### src/rtl/kyber_pkg.sv
`default_nettype none
// ============================================================================
//  Module      : kyber_pkg
//  Description : Shared Kyber constants, FSM state type and the twiddle
//                factor (zeta) table in signed Montgomery form. The table is
//                shared by the NTT, basemul and zeta-multiply stages.
//  Revision    : 1.0 - initial release
// ============================================================================
package kyber_pkg;

    localparam int KYBER_Q  = 3329;
    localparam int KYBER_N  = 256;
    localparam int ZETA_W   = 16;
    localparam int COEF_W   = 16;
    localparam int PROD_W   = 32;
    localparam int ZETA_CNT = 128;

    typedef enum logic [1:0] {
        ST_IDLE  = 2'd0,
        ST_RUN   = 2'd1,
        ST_DRAIN = 2'd2
    } stage_state_e;

    // zetas[i] = mont * root^brv7(i) mod q, centred in (-q/2, q/2)
    localparam int ZETAS [ZETA_CNT] = '{
        -1044,  -758,  -359, -1517,  1493,  1422,   287,   202,
         -171,   622,  1577,   182,   962, -1202, -1474,  1468,
          573, -1325,   264,   383,  -829,  1458, -1602,  -130,
         -681,  1017,   732,   608, -1542,   411,  -205, -1571,
         1223,   652,  -552,  1015, -1293,  1491,  -282, -1544,
          516,    -8,  -320,  -666, -1618, -1162,   126,  1469,
         -853,   -90,  -271,   830,   107, -1421,  -247,  -951,
         -398,   961, -1508,  -725,   448, -1065,   677, -1275,
        -1103,   430,   555,   843, -1251,   871,  1550,   105,
          422,   587,   177,  -235,  -291,  -460,  1574,  1653,
         -246,   778,  1159,  -147,  -777,  1483,  -602,  1119,
        -1590,   644,  -872,   349,   418,   329,  -156,   -75,
          817,  1097,   603,   610,  1322, -1285, -1465,   384,
        -1215,  -136,  1218, -1335,  -874,   220, -1187, -1659,
        -1185, -1530, -1278,   794, -1510,  -854,  -870,   478,
         -108,  -308,   996,   991,   958, -1460,  1522,  1628
    };

    // Table lookup narrowed to the zeta datapath width.
    function automatic logic signed [ZETA_W-1:0] zeta_at(input int unsigned idx);
        return ZETA_W'(ZETAS[idx]);
    endfunction

endpackage : kyber_pkg
`default_nettype wire

### src/rtl/zeta_rom.sv
`default_nettype none
// ============================================================================
//  Module      : zeta_rom
//  Description : Synchronous-read zeta ROM. The output register only updates
//                while en_i is high so it can sit inside a stallable pipe
//                stage.
//  Revision    : 1.0 - initial release
// ============================================================================
module zeta_rom
    import kyber_pkg::*;
#(
    parameter int ADDR_W = 7
) (
    input  logic                     clk,
    input  logic                     en_i,
    input  logic [ADDR_W-1:0]        addr_i,
    output logic signed [ZETA_W-1:0] data_o
);

    logic signed [ZETA_W-1:0] data_q;

    // Registered table read; holds its value while the pipe is stalled.
    always_ff @(posedge clk) begin
        if (en_i) begin
            data_q <= zeta_at(int'(addr_i));
        end
    end

    assign data_o = data_q;

endmodule : zeta_rom
`default_nettype wire

### src/rtl/zeta_mul_stage.sv
`default_nettype none
// ============================================================================
//  Module      : zeta_mul_stage
//  Description : Burst-oriented coefficient x zeta multiplier feeding
//                montgomery_reduce. Two-stage pipeline: S1 holds the coef and
//                the ROM zeta, S2 holds the full signed 32-bit product. The
//                zeta index advances every GROUP accepted coefficients.
//  Revision    : 1.0 - initial release
// ============================================================================
module zeta_mul_stage
    import kyber_pkg::*;
#(
    parameter int GROUP  = 2,
    parameter int N_ZETA = 128,
    parameter int LEN_W  = 9
) (
    input  logic                         clk,
    input  logic                         reset,
    input  logic                         start,
    input  logic [$clog2(N_ZETA)-1:0]    idx_start,
    input  logic [LEN_W-1:0]             len,
    input  logic                         in_valid,
    output logic                         in_ready,
    input  logic signed [COEF_W-1:0]     coef,
    output logic                         out_valid,
    input  logic                         out_ready,
    output logic signed [PROD_W-1:0]     prod,
    output logic                         set,
    output logic                         last,
    output logic [$clog2(N_ZETA)-1:0]    zeta_idx,
    output logic                         busy
);

    // Index width equals log2(N_ZETA); the natural binary wrap of the index
    // register implements the 127 -> 0 wrap, so N_ZETA must be a power of 2.
    localparam int IDX_W = $clog2(N_ZETA);
    localparam int GC_W  = (GROUP > 1) ? $clog2(GROUP) : 1;
    localparam logic [GC_W-1:0] GROUP_LAST = GC_W'(GROUP - 1);

    // ------------------------------------------------------------------
    // Control state
    // ------------------------------------------------------------------
    stage_state_e       state_q,     state_d;
    logic [IDX_W-1:0]   zeta_idx_q,  zeta_idx_d;
    logic [LEN_W-1:0]   remaining_q, remaining_d;
    logic [GC_W-1:0]    group_cnt_q, group_cnt_d;

    // ------------------------------------------------------------------
    // Pipeline state
    // ------------------------------------------------------------------
    logic                       s1_valid_q;
    logic                       s1_last_q;
    logic signed [COEF_W-1:0]   s1_coef_q;
    logic                       s2_valid_q;
    logic                       s2_last_q;
    logic signed [PROD_W-1:0]   s2_prod_q;

    logic                       adv;
    logic                       accept;
    logic signed [ZETA_W-1:0]   rom_zeta;
    logic signed [PROD_W-1:0]   prod_d;

    // The whole pipe moves together whenever S2 is empty or being drained.
    assign adv      = !s2_valid_q || out_ready;
    assign in_ready = (state_q == ST_RUN) && (remaining_q != '0) && adv;
    assign accept   = in_valid && in_ready;

    // The ROM output register is the zeta half of S1: it samples the index
    // in the same cycle S1 samples the coefficient.
    zeta_rom #(
        .ADDR_W (IDX_W)
    ) u_zeta_rom (
        .clk    (clk),
        .en_i   (adv),
        .addr_i (zeta_idx_q),
        .data_o (rom_zeta)
    );

    // Full-precision signed product; operands are sign-extended first.
    assign prod_d = PROD_W'(s1_coef_q) * PROD_W'(rom_zeta);

    // Control registers: state, zeta index, remaining count, group counter.
    always_ff @(posedge clk) begin
        if (reset) begin
            state_q     <= ST_IDLE;
            zeta_idx_q  <= '0;
            remaining_q <= '0;
            group_cnt_q <= '0;
        end else begin
            state_q     <= state_d;
            zeta_idx_q  <= zeta_idx_d;
            remaining_q <= remaining_d;
            group_cnt_q <= group_cnt_d;
        end
    end

    // Next-state logic for burst sequencing and zeta index advance.
    always_comb begin
        state_d     = state_q;
        zeta_idx_d  = zeta_idx_q;
        remaining_d = remaining_q;
        group_cnt_d = group_cnt_q;
        case (state_q)
            ST_IDLE: begin
                if (start && (len != '0)) begin
                    state_d     = ST_RUN;
                    zeta_idx_d  = idx_start;
                    remaining_d = len;
                    group_cnt_d = '0;
                end
            end
            ST_RUN: begin
                if (accept) begin
                    remaining_d = remaining_q - LEN_W'(1);
                    if (group_cnt_q == GROUP_LAST) begin
                        group_cnt_d = '0;
                        zeta_idx_d  = zeta_idx_q + IDX_W'(1);
                    end else begin
                        group_cnt_d = group_cnt_q + GC_W'(1);
                    end
                    if (remaining_q == LEN_W'(1)) begin
                        state_d = ST_DRAIN;
                    end
                end
            end
            ST_DRAIN: begin
                if (!s1_valid_q && !s2_valid_q) begin
                    state_d = ST_IDLE;
                end
            end
            default: begin
                state_d = ST_IDLE;
            end
        endcase
    end

    // Two-stage datapath; everything holds while the output is stalled.
    always_ff @(posedge clk) begin
        if (reset) begin
            s1_valid_q <= 1'b0;
            s1_last_q  <= 1'b0;
            s1_coef_q  <= '0;
            s2_valid_q <= 1'b0;
            s2_last_q  <= 1'b0;
            s2_prod_q  <= '0;
        end else if (adv) begin
            s1_valid_q <= accept;
            s1_last_q  <= accept && (remaining_q == LEN_W'(1));
            s1_coef_q  <= coef;
            s2_valid_q <= s1_valid_q;
            s2_last_q  <= s1_last_q;
            s2_prod_q  <= prod_d;
        end
    end

    assign out_valid = s2_valid_q;
    assign prod      = s2_prod_q;
    assign last      = s2_last_q;
    assign set       = s2_valid_q && out_ready;
    assign zeta_idx  = zeta_idx_q;
    assign busy      = (state_q != ST_IDLE);

endmodule : zeta_mul_stage
`default_nettype wire
### config.mk
export PLATFORM = sky130hd
export DESIGN_NAME = zeta_mul_stage
export DESIGN_NICKNAME = d
export VERILOG_FILES = /design/src/rtl/kyber_pkg.sv /design/src/rtl/zeta_rom.sv /design/src/rtl/zeta_mul_stage.sv
export SDC_FILE = /design/constraint.sdc
export NUM_CORES = 1
export LEC_CHECK = 0
export BUFFER_PORTS_ARGS = -buffer_cell sky130_fd_sc_hd__buf_2
export CAP_MARGIN = 20
export CORE_MARGIN = 10
export CORE_UTILIZATION = 61
export DETAILED_ROUTE_END_ITERATION = 8
export PLACE_DENSITY = 0.81
export SLEW_MARGIN = 20
export SYNTH_ARGS = -nofsm -noshare
export SYNTH_HDL_FRONTEND = slang
export SYNTH_SLANG_ARGS = --single-unit
export TNS_END_PERCENT = 50
### constraint.sdc
create_clock -name clk -period 10.8 [get_ports clk]
set_clock_uncertainty 0.1 [all_clocks]
set_input_delay 2.16 -clock clk [delete_from_list [all_inputs] [get_ports clk]]
set_output_delay 2.16 -clock clk [all_outputs]
set_load 0.01 [all_outputs]
Word level (Yosys, flattened, before mapping)

Memory sizes are Yosys's and may differ from the RTL's. A register that Yosys moved wholly into a read port is not among the register bits.
Cells that the tools add are included.

Register bits after elaboration: 71
Bits in read-only memories: 4096
Memories: 1
Logic and storage cells: 58

Reduce and logical (&&, ||, !) cells: 18
Multiplexer cells: 16
Equal/unequal tests: 8
$add $sub $neg: 3
Bitwise operators: 1
Multipliers: 1

Memories:

| memory          | depth | bits a word | read ports | clocked after memory_dff | wr ports | RTL line        | source |
|---|---|---|---|---|---|---|---|
| (no name shown) | 128   | 32          | 1          | 1                        | 0        | kyber_pkg.sv:46 | `return ZETA_W'(ZETAS[idx]);` |

Operators by type and width:

| operator              | number |
|---|---|
| $not A7 Y33           | 1 |
| $mul A16 B16 Y32      | 1 |
| $mux W7               | 3 |
| $mux W9               | 2 |
| $pmux W9 S2           | 1 |
| $reduce_bool A9 Y1    | 2 |
| $pmux W7 S2           | 1 |
| $eq A9 B1 Y1 const B  | 1 |
| $sub A9 B1 Y9 const B | 1 |
| $mux W2               | 4 |
| $ne A2 B2 Y1 const B  | 4 |
| $reduce_and A4 Y1     | 2 |
| $add A7 B1 Y7 const B | 1 |
| $logic_and A1 B1 Y1   | 7 |
| $pmux W2 S3           | 1 |
| $reduce_bool A2 Y1    | 2 |
| $mux W1               | 3 |
| $reduce_and A3 Y1     | 1 |
| $eq A2 B1 Y1 const B  | 1 |
| $eq A2 B2 Y1 const B  | 1 |
| $logic_not A1 Y1      | 2 |
| $logic_not A2 Y1      | 1 |
| $ne A2 B1 Y1 const B  | 1 |
| $pmux W1 S2           | 1 |
| other kinds (2)       | 2 |

Logic depth before layout (Yosys ltp)

Gate-level depths: netlist of run 1.

Word-level depth: 6
Gate-level depth with buffers: 24
Depth with buffers taken out: 23

By module

From an unflattened synthesis of run 1, not the netlist that was laid out.

Cells, all modules: 1888
Area total of the unflattened synthesis: 15877.7 µm²

By module, submodules not included:

| module         | cells each | times used | area each (µm²) |
|---|---|---|---|
| zeta_mul_stage | 1456       | 1          | 12807.3 |
| zeta_rom       | 432        | 1          | 3070.4 |

Worst setup path after synthesis of run 1

Ideal clock, no wire load.

Path type: register to register
From: reg u_zeta_rom.data_q[1], in the netlist u_zeta_rom.data_o[1]
To: reg s2_prod_q[31], in the netlist prod[31]
Buffers on the path: 1
Setup time: 157 ps
Data required time: 10543 ps
Slack: 4435 ps
Cell stages (with the launch flop): 22
Arrival time: 6107 ps
Period minus slack after synthesis: 6365 ps
Path through: edfxtp_1 > clkbuf_1 > nand2_1 > inv_1 > fa_1 > fa_1 > fa_1 > fa_1 > fa_1 > inv_1 > fa_1 > inv_1 > ha_1 > a21o_1 > a21oi_1 > nor2b_1 > a311o_1 > a221oi_2 > nand2_1 > a31oi_1 > xnor2_1 > a211oi_2

Cells in the longest elaborated chain, start to end: 1

Ends and longest elaborated chain:

| item                 | RTL line              | source |
|---|---|---|
| start, declared      | zeta_rom.sv:20        | `logic signed [ZETA_W-1:0] data_q;` |
| $mul A16 B16 Y32     | zeta_mul_stage.sv:80  | `assign prod_d = PROD_W'(s1_coef_q) * PROD_W'(rom_zeta);` |
| end signal, assigned | zeta_mul_stage.sv:152 | `s2_prod_q <= prod_d;` |
| end, declared        | zeta_mul_stage.sv:56  | `logic signed [PROD_W-1:0] s2_prod_q;` |

No other way between the ends.
A chain may end at the register's enable or synchronous reset.

Worst setup path after layout of run 1

From: reg u_zeta_rom.data_q[11], in the netlist u_zeta_rom.data_o[11]
To: reg s2_prod_q[31], in the netlist prod[31]

Same word-level chain as after synthesis.

==> key figures, run 1 <==
Floorplanning
  – IO Count: 81
  – Die Width: ~180 um
  – Num rows: 57
  – CORE AREA: 0.0245 mm^2
  – Initial Util: 62.4%
  – Die Ht: 178 um
  – Full die area: ~0.032 mm^2

Place
  – DP HPWL: 31300 um
  – IO buf count: 80
  – RePlAce Congestion: roughly 0.97

Synthesis
  – Synthesized Nets: between 2000 and 2500
  – Synth Cell Area: 0.0153 mm^2
  – Main combinational cell family by area after synthesis: adder cells
  – Post-synth top area share: 33.1%
  – Post-Synth Adder-Cell Area: 42.1%
  – Synth Instances: 1861
  – Cell with the most instances after synthesis: inv_1
  – Synth area leader: fa_1
  – Xor and xnor area share after synthesis: 2.06%
  – Synth Area in Compound Gates: between 10% and 20%
  – Post-synth top flop: dfxtp_1
  – Flops & latches, synth: 83
  – Register area share after synthesis: 11.6%
  – Area contributors post-synth: fa_1, dfxtp_1, ha_1, inv_1, nand2_1
  – Number of synthesized flops with an enable pin: 12
  – Most frequent cells after synthesis: inv_1, nand2_1, fa_1, a21oi_1, ha_1
  – Syn. warnings: 0
  – Simple logic cell fraction of the synthesized area: 17.4%
  – Syn_area_per_cell: 8.22 um^2
  – Mux cell area share after synthesis: roughly 1.4%
  – Async set or reset register ratio after synthesis: 0%
  – Synth cell types: 71

Clocking
  – Worst-Skew Late Latency: 350 ps
  – Post-CTS Setup Inserts: 0
  – Clk root buf: clkbuf_16
  – Worst-path clk slew: 70 ps
  – CTS tree: done
  – Htree depth: 3
  – CTS Sinks: 83
  – Post-CTS Resized: 0
  – Cts hold-fix bufs: 0
  – CTS Buf Count: 9
  – Bufs on Longest Clock Path: 2

STA
  – Final setup fails: 0
  – Period utilization: 65.1%
  – Min cycle time layout: 7030 ps
  – Fin. Hold Viols: 0
  – Worst-Margin Slew: 1040 ps
  – TNS Setup: 0 ps
  – Maximum clock rate: 142 MHz
  – Final max-slew violation count: 0
  – Worst slew margin: 30.7%
  – RSZ-0062 raised after global routing: no

Detailed routing
  – First DRT Iteration DRCs: 1563
  – Vias: approximately 13000
  – DR DRC count: 0
  – Via/cell ratio: 5.96
  – DRT antenna net count: 0
  – DR pass1 iterations: 8
  – Post-Route WL: 40800 um
  – Routed wire per std cell: 18.7 um

Worst hold path
  – Hold Startpoint: prod[4]$_SDFFE_PP0N_
  – Hold endpoint: prod[4]$_SDFFE_PP0N_
  – Worst Hold Path Cells: 2
  – Worst hold path type: flip-flop to flip-flop

Critical path
  – Reg2reg end: prod[31]$_SDFFE_PP0N_
  – Critical Path End Type: flip-flop
  – Largest fanout on the critical path: 24
  – Reg2reg path depth: 21
  – Critical path class: flip-flop to flip-flop
  – Startpoint types: flip-flop
  – Worst path arrival time: just over 7000 ps
  – Reg2reg setup slack: 3770 ps
  – R2r startpoint: u_zeta_rom.data_o[11]$_DFFE_PN_
  – CP required: approximately 11000 ps

Final layout
  – Fraction of layout cells with a size suffix above 1: 7.15%
  – Fill count: 2077
  – Nets: 2256
  – Syn-to-layout area delta: 5.41%

GRT
  – Grt total ovfl: 0
  – Initial antenna violation count: 1
  – First-pass GRT wire length: 67400 um
  – Number of global-route vias before repair: 13200
  – Largest net degree at the start of global routing: 113
  – Tot GR Track Use: 26.2%

Flow run
  – Max_cap viols: 0

Status
  – Status: finished clean
## cells by family (layout without fill, tap and decap cells)
kind of cell,after synthesis,in the layout
AO/OA/AOI/OAI,362,362
XOR/XNOR,36,36
adder cells (fa/ha/maj),363,363
buffers and inverters,432,432
flip-flops,83,83
multiplexers,14,14
other,0,1
AND/OR/NAND/NOR,571,571
## critical path, cell delays in order, from the launching register on
cell and delay, ps:
edfxtp_1 350, buf_4 290, clkinv_1 540, nor2_1 330, fa_1 480, fa_1 480, fa_1 530, fa_1 430
fa_1 500, inv_1 50, fa_1 470, inv_1 40, ha_1 330, a21o_1 200, a21oi_1 300, nor2b_1 90
a311o_1 360, a221oi_2 410, nand2_1 110, a31oi_1 210, xnor2_1 110, a211oi_2 220
## metrics by stage
| stage | setup WS (ps) | std cells | hold slack, ps | instance area (um^2) | util (%) |
|---|---|---|---|---|---|
| 2_1_floorplan | 4440 | 1861 | 337 | 15300 | - |
| 3_3_place_gp | 4080 | 2169 | 336 | 15800 | 64.4 |
| 3_5_place_dp | 3790 | 2169 | 342 | 15800 | 64.4 |
| 4_1_cts | 3780 | 2185 | 353 | 16100 | 65.7 |
| 5_1_grt | 3410 | 2186 | 372 | 16100 | 65.7 |
| 6_report | 3770 | 2186 | 353 | 16100 | 65.7 |
## worst max path at each step
| stage | start | endpoint | slack, ps | cells after the start |
|---|---|---|---|---|
| finish | u_zeta_rom.data_o[11]$_DFFE_PN_ | prod[31]$_SDFFE_PP0N_ | 3770 | 21 |
| global route | u_zeta_rom.data_o[11]$_DFFE_PN_ | prod[31]$_SDFFE_PP0N_ | 3410 | 21 |
| CTS | u_zeta_rom.data_o[11]$_DFFE_PN_ | prod[31]$_SDFFE_PP0N_ | 3780 | 21 |
| detailed placement | u_zeta_rom.data_o[11]$_DFFE_PN_ | prod[31]$_SDFFE_PP0N_ | 3790 | 21 |
| global placement | u_zeta_rom.data_o[11]$_DFFE_PN_ | prod[31]$_SDFFE_PP0N_ | 4080 | 21 |
| floorplan | u_zeta_rom.data_o[1]$_DFFE_PN_ | prod[31]$_SDFFE_PP0N_ | 4440 | 21 |
## routing by layer
metal	vias to the layer above	track usage (%)	routed length, um
met5	-	0	0
met4	0	9.20	1380
met3	110	4.04	3580
met2	682	43.6	20000
met1	6302	34.2	15800
li1	5930	-	-
## placed cells by master, fill, tap and decap left out, types with 5 or more instances in the layout
master,synthesis,final
a211oi_1,29,29
a21o_1,19,19
a21oi_1,137,137
a221oi_1,8,8
a22oi_1,5,5
a311oi_1,7,7
a31oi_1,13,13
and2_1,97,97
and3_1,7,7
buf_2,1,80
buf_4,0,15
clkbuf_16,0,9
dfxtp_1,71,69
edfxtp_1,12,12
fa_1,253,253
ha_1,110,110
inv_1,315,315
inv_2,5,5
mux2i_1,7,7
mux4_2,6,6
nand2_1,267,267
nand2b_1,20,20
nand3_1,17,17
nand4_1,5,5
nor2_1,92,92
nor2b_1,17,16
nor3_1,19,19
o211ai_1,13,13
o21a_1,7,7
o21ai_0,37,37
o21ai_1,30,30
o21bai_1,5,5
o31ai_1,9,9
or2_1,5,5
or3_1,6,6
xnor2_1,26,26
xor2_1,10,10
## state kept, by name, summed over array words and instances (netlist names)
name               cells
out_valid              1
zeta_idx               7
state_q                2
prod                  32
s1_coef_q             16
last                   1
s1_valid_q             1
group_cnt_q            1
remaining_q            9
s1_last_q              1
u_zeta_rom.data_o     12
## area by class of cell
cell class / instances / area (um^2) / area share (%)
clock buffer: 9 / 225 / 1.40
tap: 324 / 405 / 2.51
timing repair buffer: 95 / 513 / 3.18
inverter: 321 / 1200 / 7.47
multi-input combinational: 1346 / 11900 / 73.8
antenna: 1 / 2.50 / 0.0155
clock inverter: 7 / 90.1 / 0.559
sequential: 83 / 1780 / 11.1
Power of run 1 is not shown: default switching activity piles up to over one toggle a cycle in this logic, so the estimate is an artifact.
==> run 2, diff against run 1 <==
--- a/config.mk
+++ b/config.mk
@@ -5,12 +5,13 @@
 export SDC_FILE = /design/constraint.sdc
 export NUM_CORES = 1
 export LEC_CHECK = 0
+export ABC_AREA = 1
 export BUFFER_PORTS_ARGS = -buffer_cell sky130_fd_sc_hd__buf_2
 export CAP_MARGIN = 20
 export CORE_MARGIN = 10
 export CORE_UTILIZATION = 61
 export DETAILED_ROUTE_END_ITERATION = 8
-export PLACE_DENSITY = 0.81
+export PLACE_DENSITY = 0.8
 export SLEW_MARGIN = 20
 export SYNTH_ARGS = -nofsm -noshare
 export SYNTH_HDL_FRONTEND = slang
==> constraint.sdc (replaced) <==
create_clock -name clk -period 6.9 [get_ports clk]
set_clock_uncertainty 0.1 [all_clocks]
set_input_delay 1.38 -clock clk [delete_from_list [all_inputs] [get_ports clk]]
set_output_delay 1.38 -clock clk [all_outputs]
set_load 0.01 [all_outputs]
==> key figures, run 2 <==
Status
  – Status: finished clean (unchanged)

Final layout
  – Fraction of layout cells with a size suffix above 1: 6.29% (was 7.15%)
  – Max reg flops: 32 (unchanged)
  – Ant diodes: 0 (was 1)
  – Fill count: 2292 (was 2077)
  – Syn-to-layout area delta: 5.30% (was 5.41%)
  – Commonest non-fill, non-tap cell in the layout: inv_1 (unchanged)
  – Nets: 2700 (was 2256)
  – Most frequent cells in the layout: inv_1, nand2_1, fa_1 (unchanged)

Critical path
  – Most used cell, CP: fa_1 (unchanged)
  – Critical Path End Type: flip-flop (unchanged)
  – Worst Path Buf+Inv: 5 (was 4)
  – Largest fanout on the critical path: 16 (was 24)
  – Worst path slowest cell: fa_1 (was clkinv_1)
  – Cell Chain, Critical Path: nand2_1, inv_1, fa_1, fa_1, inv_1, fa_1, fa_1, fa_1, fa_1, inv_1, ha_1, nand2_1, nor2_1, nand2_1, inv_1, nand4_1, nand4_1, nand3_1, nand2_1, inv_1 (was buf_4, clkinv_1, nor2_1, fa_1, fa_1, fa_1, fa_1, fa_1, inv_1, fa_1, inv_1, ha_1, a21o_1, a21oi_1, nor2b_1, a311o_1, a221oi_2, nand2_1, a31oi_1, xnor2_1, a211oi_2)
  – CP required: 7070 ps (was 10960 ps)
  – Critical Path Max Stage Delay: 760 ps (was 540 ps)
  – Critical path class: flip-flop to flip-flop (unchanged)
  – Startpoint types: flip-flop (unchanged)
  – CP top delay family: adder cells (unchanged)
  – Worst path arrival time: 6400 ps (was 7190 ps)

Synthesis
  – Post-synth top area share: 31.4% (was 33.1%)
  – Syn. warnings: 0 (unchanged)
  – Most frequent cells after synthesis: inv_1, nand2_1, fa_1, nor2_1, o21ai_0 (was inv_1, nand2_1, fa_1, a21oi_1, ha_1)
  – Area contributors post-synth: fa_1, inv_1, nand2_1, dfxtp_1, ha_1 (was fa_1, dfxtp_1, ha_1, inv_1, nand2_1)
  – Synth Instances: 2283 (was 1861)
  – Post-synth top flop: dfxtp_1 (unchanged)
  – Cell with the most instances after synthesis: inv_1 (unchanged)
  – Xor and xnor area share after synthesis: 1.03% (was 2.06%)
  – Simple logic cell fraction of the synthesized area: 21.5% (was 17.4%)
  – Synth Cell Area: 0.0162 mm^2 (was 0.0153 mm^2)
  – Synth Area in Compound Gates: 10.6% (was 14.8%)
  – Main combinational cell family by area after synthesis: adder cells (unchanged)
  – Post-Synth Adder-Cell Area: 39.9% (was 42.1%)
  – Synth cell types: 48 (was 71)
  – Flops & latches, synth: 83 (unchanged)
  – Async set or reset register ratio after synthesis: 0% (unchanged)
  – Mux cell area share after synthesis: 0% (was 1.41%)
  – Syn_area_per_cell: 7.08 um^2 (was 8.22 um^2)
  – Synth area leader: fa_1 (unchanged)
  – Synthesized Nets: 2683 (was 2261)
  – Number of synthesized flops with an enable pin: 12 (unchanged)
  – Register area share after synthesis: 11.0% (was 11.6%)

Clocking
  – Htree depth: 3 (unchanged)
  – Worst-path clk slew: 80 ps (was 70 ps)
  – Post-CTS Resized: 0 (unchanged)
  – Post-CTS Setup Inserts: 0 (unchanged)
  – Bufs on Longest Clock Path: 2 (unchanged)
  – Clk root buf: clkbuf_16 (unchanged)
  – CTS Sinks: 83 (unchanged)
  – Cts hold-fix bufs: 0 (unchanged)
  – CTS Buf Count: 9 (unchanged)
  – CTS tree: done (unchanged)
  – Worst-Skew Late Latency: 360 ps (was 350 ps)

STA
  – Worst-Margin Slew: 960 ps (was 1040 ps)
  – Fin. Hold Viols: 0 (unchanged)
  – Min cycle time layout: 6230 ps (was 7030 ps)
  – Final max-slew violation count: 0 (unchanged)
  – Worst slew margin: 35.9% (was 30.7%)
  – Final setup fails: 0 (unchanged)
  – Period utilization: 90.4% (was 65.1%)
  – TNS Setup: 0 ps (unchanged)
  – Maximum clock rate: 160 MHz (was 142 MHz)
  – RSZ-0062 raised after global routing: no (unchanged)

Floorplanning
  – Num rows: 59 (was 57)
  – Full die area: 0.0334 mm^2 (was 0.0318 mm^2)
  – IO Count: 81 (unchanged)
  – Die Ht: 183 um (was 178 um)
  – CORE AREA: 0.0261 mm^2 (was 0.0245 mm^2)
  – Die Width: 183 um (was 178 um)
  – Initial Util: 62.0% (was 62.4%)

Detailed routing
  – Post-Route WL: 50700 um (was 40800 um)
  – DRT antenna net count: 0 (unchanged)
  – DR pass1 iterations: 6 (was 8)
  – First DRT Iteration DRCs: 1549 (was 1563)
  – Routed wire per std cell: 19.2 um (was 18.7 um)
  – Via/cell ratio: 5.71 (was 5.96)
  – Vias: 15100 (was 13000)
  – DR DRC count: 0 (unchanged)

GRT
  – Largest net degree at the start of global routing: 55 (was 113)
  – Initial antenna violation count: 0 (was 1)
  – First-pass GRT wire length: 82500 um (was 67400 um)
  – Tot GR Track Use: 30.8% (was 26.2%)
  – Number of global-route vias before repair: 15600 (was 13200)
  – Grt total ovfl: 0 (unchanged)

Worst hold path
  – Worst hold path type: flip-flop to flip-flop (unchanged)

Place
  – IO buf count: 80 (unchanged)
  – DP HPWL: 40700 um (was 31300 um)
  – RePlAce Congestion: 1.03 (was 0.970)

Flow run
  – Max_cap viols: 0 (unchanged)
-- run 2: cell types whose count changed after synthesis, moves of 20 or more --
cell      before  now
inv_1        315  572
a211oi_1      29    2
nand3_1       17   93
a21oi_1      137   79
nor2_1        92  151
nand2b_1      20    0
nand2_1      267  545
and2_1        97    1
xnor2_1       26    5
clkbuf_1     101   67
o21ai_1       30    6
o21ai_0       37  132
-- run 2: cells by family after synthesis --
kind of cell             after synthesis
AND/OR/NAND/NOR                      849
buffers and inverters                670
adder cells (fa/ha/maj)              363
AO/OA/AOI/OAI                        299
flip-flops                            83
XOR/XNOR                              19
-- run 2: final cells by class --
cell class / instances / area (um^2) / area share [%]
clock buffers: 11 / 254 / 1.49
flip-flops and latches: 83 / 1780 / 10.5
multi-input cells: 1530 / 11800 / 69.4
well taps: 335 / 419 / 2.46
inverters: 576 / 2160 / 12.7
repair buffers: 100 / 551 / 3.24
clock inverters: 5 / 40.0 / 0.235
-- run 2: final timing paths --
check / from / endpoint / slack [ps] / depth (start not counted)
setup / recovery: u_zeta_rom.data_o[2]$_DFFE_PN_ / prod[24]$_SDFFE_PP0N_ / 670 / 20
hold / removal: group_cnt_q$_SDFFE_PP0P_ / group_cnt_q$_SDFFE_PP0P_ / 370 / 1
setup reg to reg: u_zeta_rom.data_o[2]$_DFFE_PN_ / prod[24]$_SDFFE_PP0N_ / 670 / 20
hold reg to reg: group_cnt_q$_SDFFE_PP0P_ / group_cnt_q$_SDFFE_PP0P_ / 370 / 1
-- run 2: per-layer routing --
metal / GRT usage [%] / vias up / part of all wire [%]
met5: 0 / - / 0
met4: 11.9 / 0 / 3.7
met3: 6.94 / 167 / 10
met2: 49.5 / 847 / 46
met1: 39.8 / 7183 / 40
li1: - / 6866 / -
-- run 2: through the flow --
step	area (um^2)	setup slack, ps	std cells	util, %	hold WS [ps]
CTS	17000	747	2640	65.3	364
global route	17000	364	2640	65.3	376
floorplan	16200	1300	2283	-	325
detailed placement	16700	773	2624	64.1	353
finish	17000	666	2640	65.3	371
global placement	16700	812	2624	64.1	338
Power of run 2 is left out for the same reason.
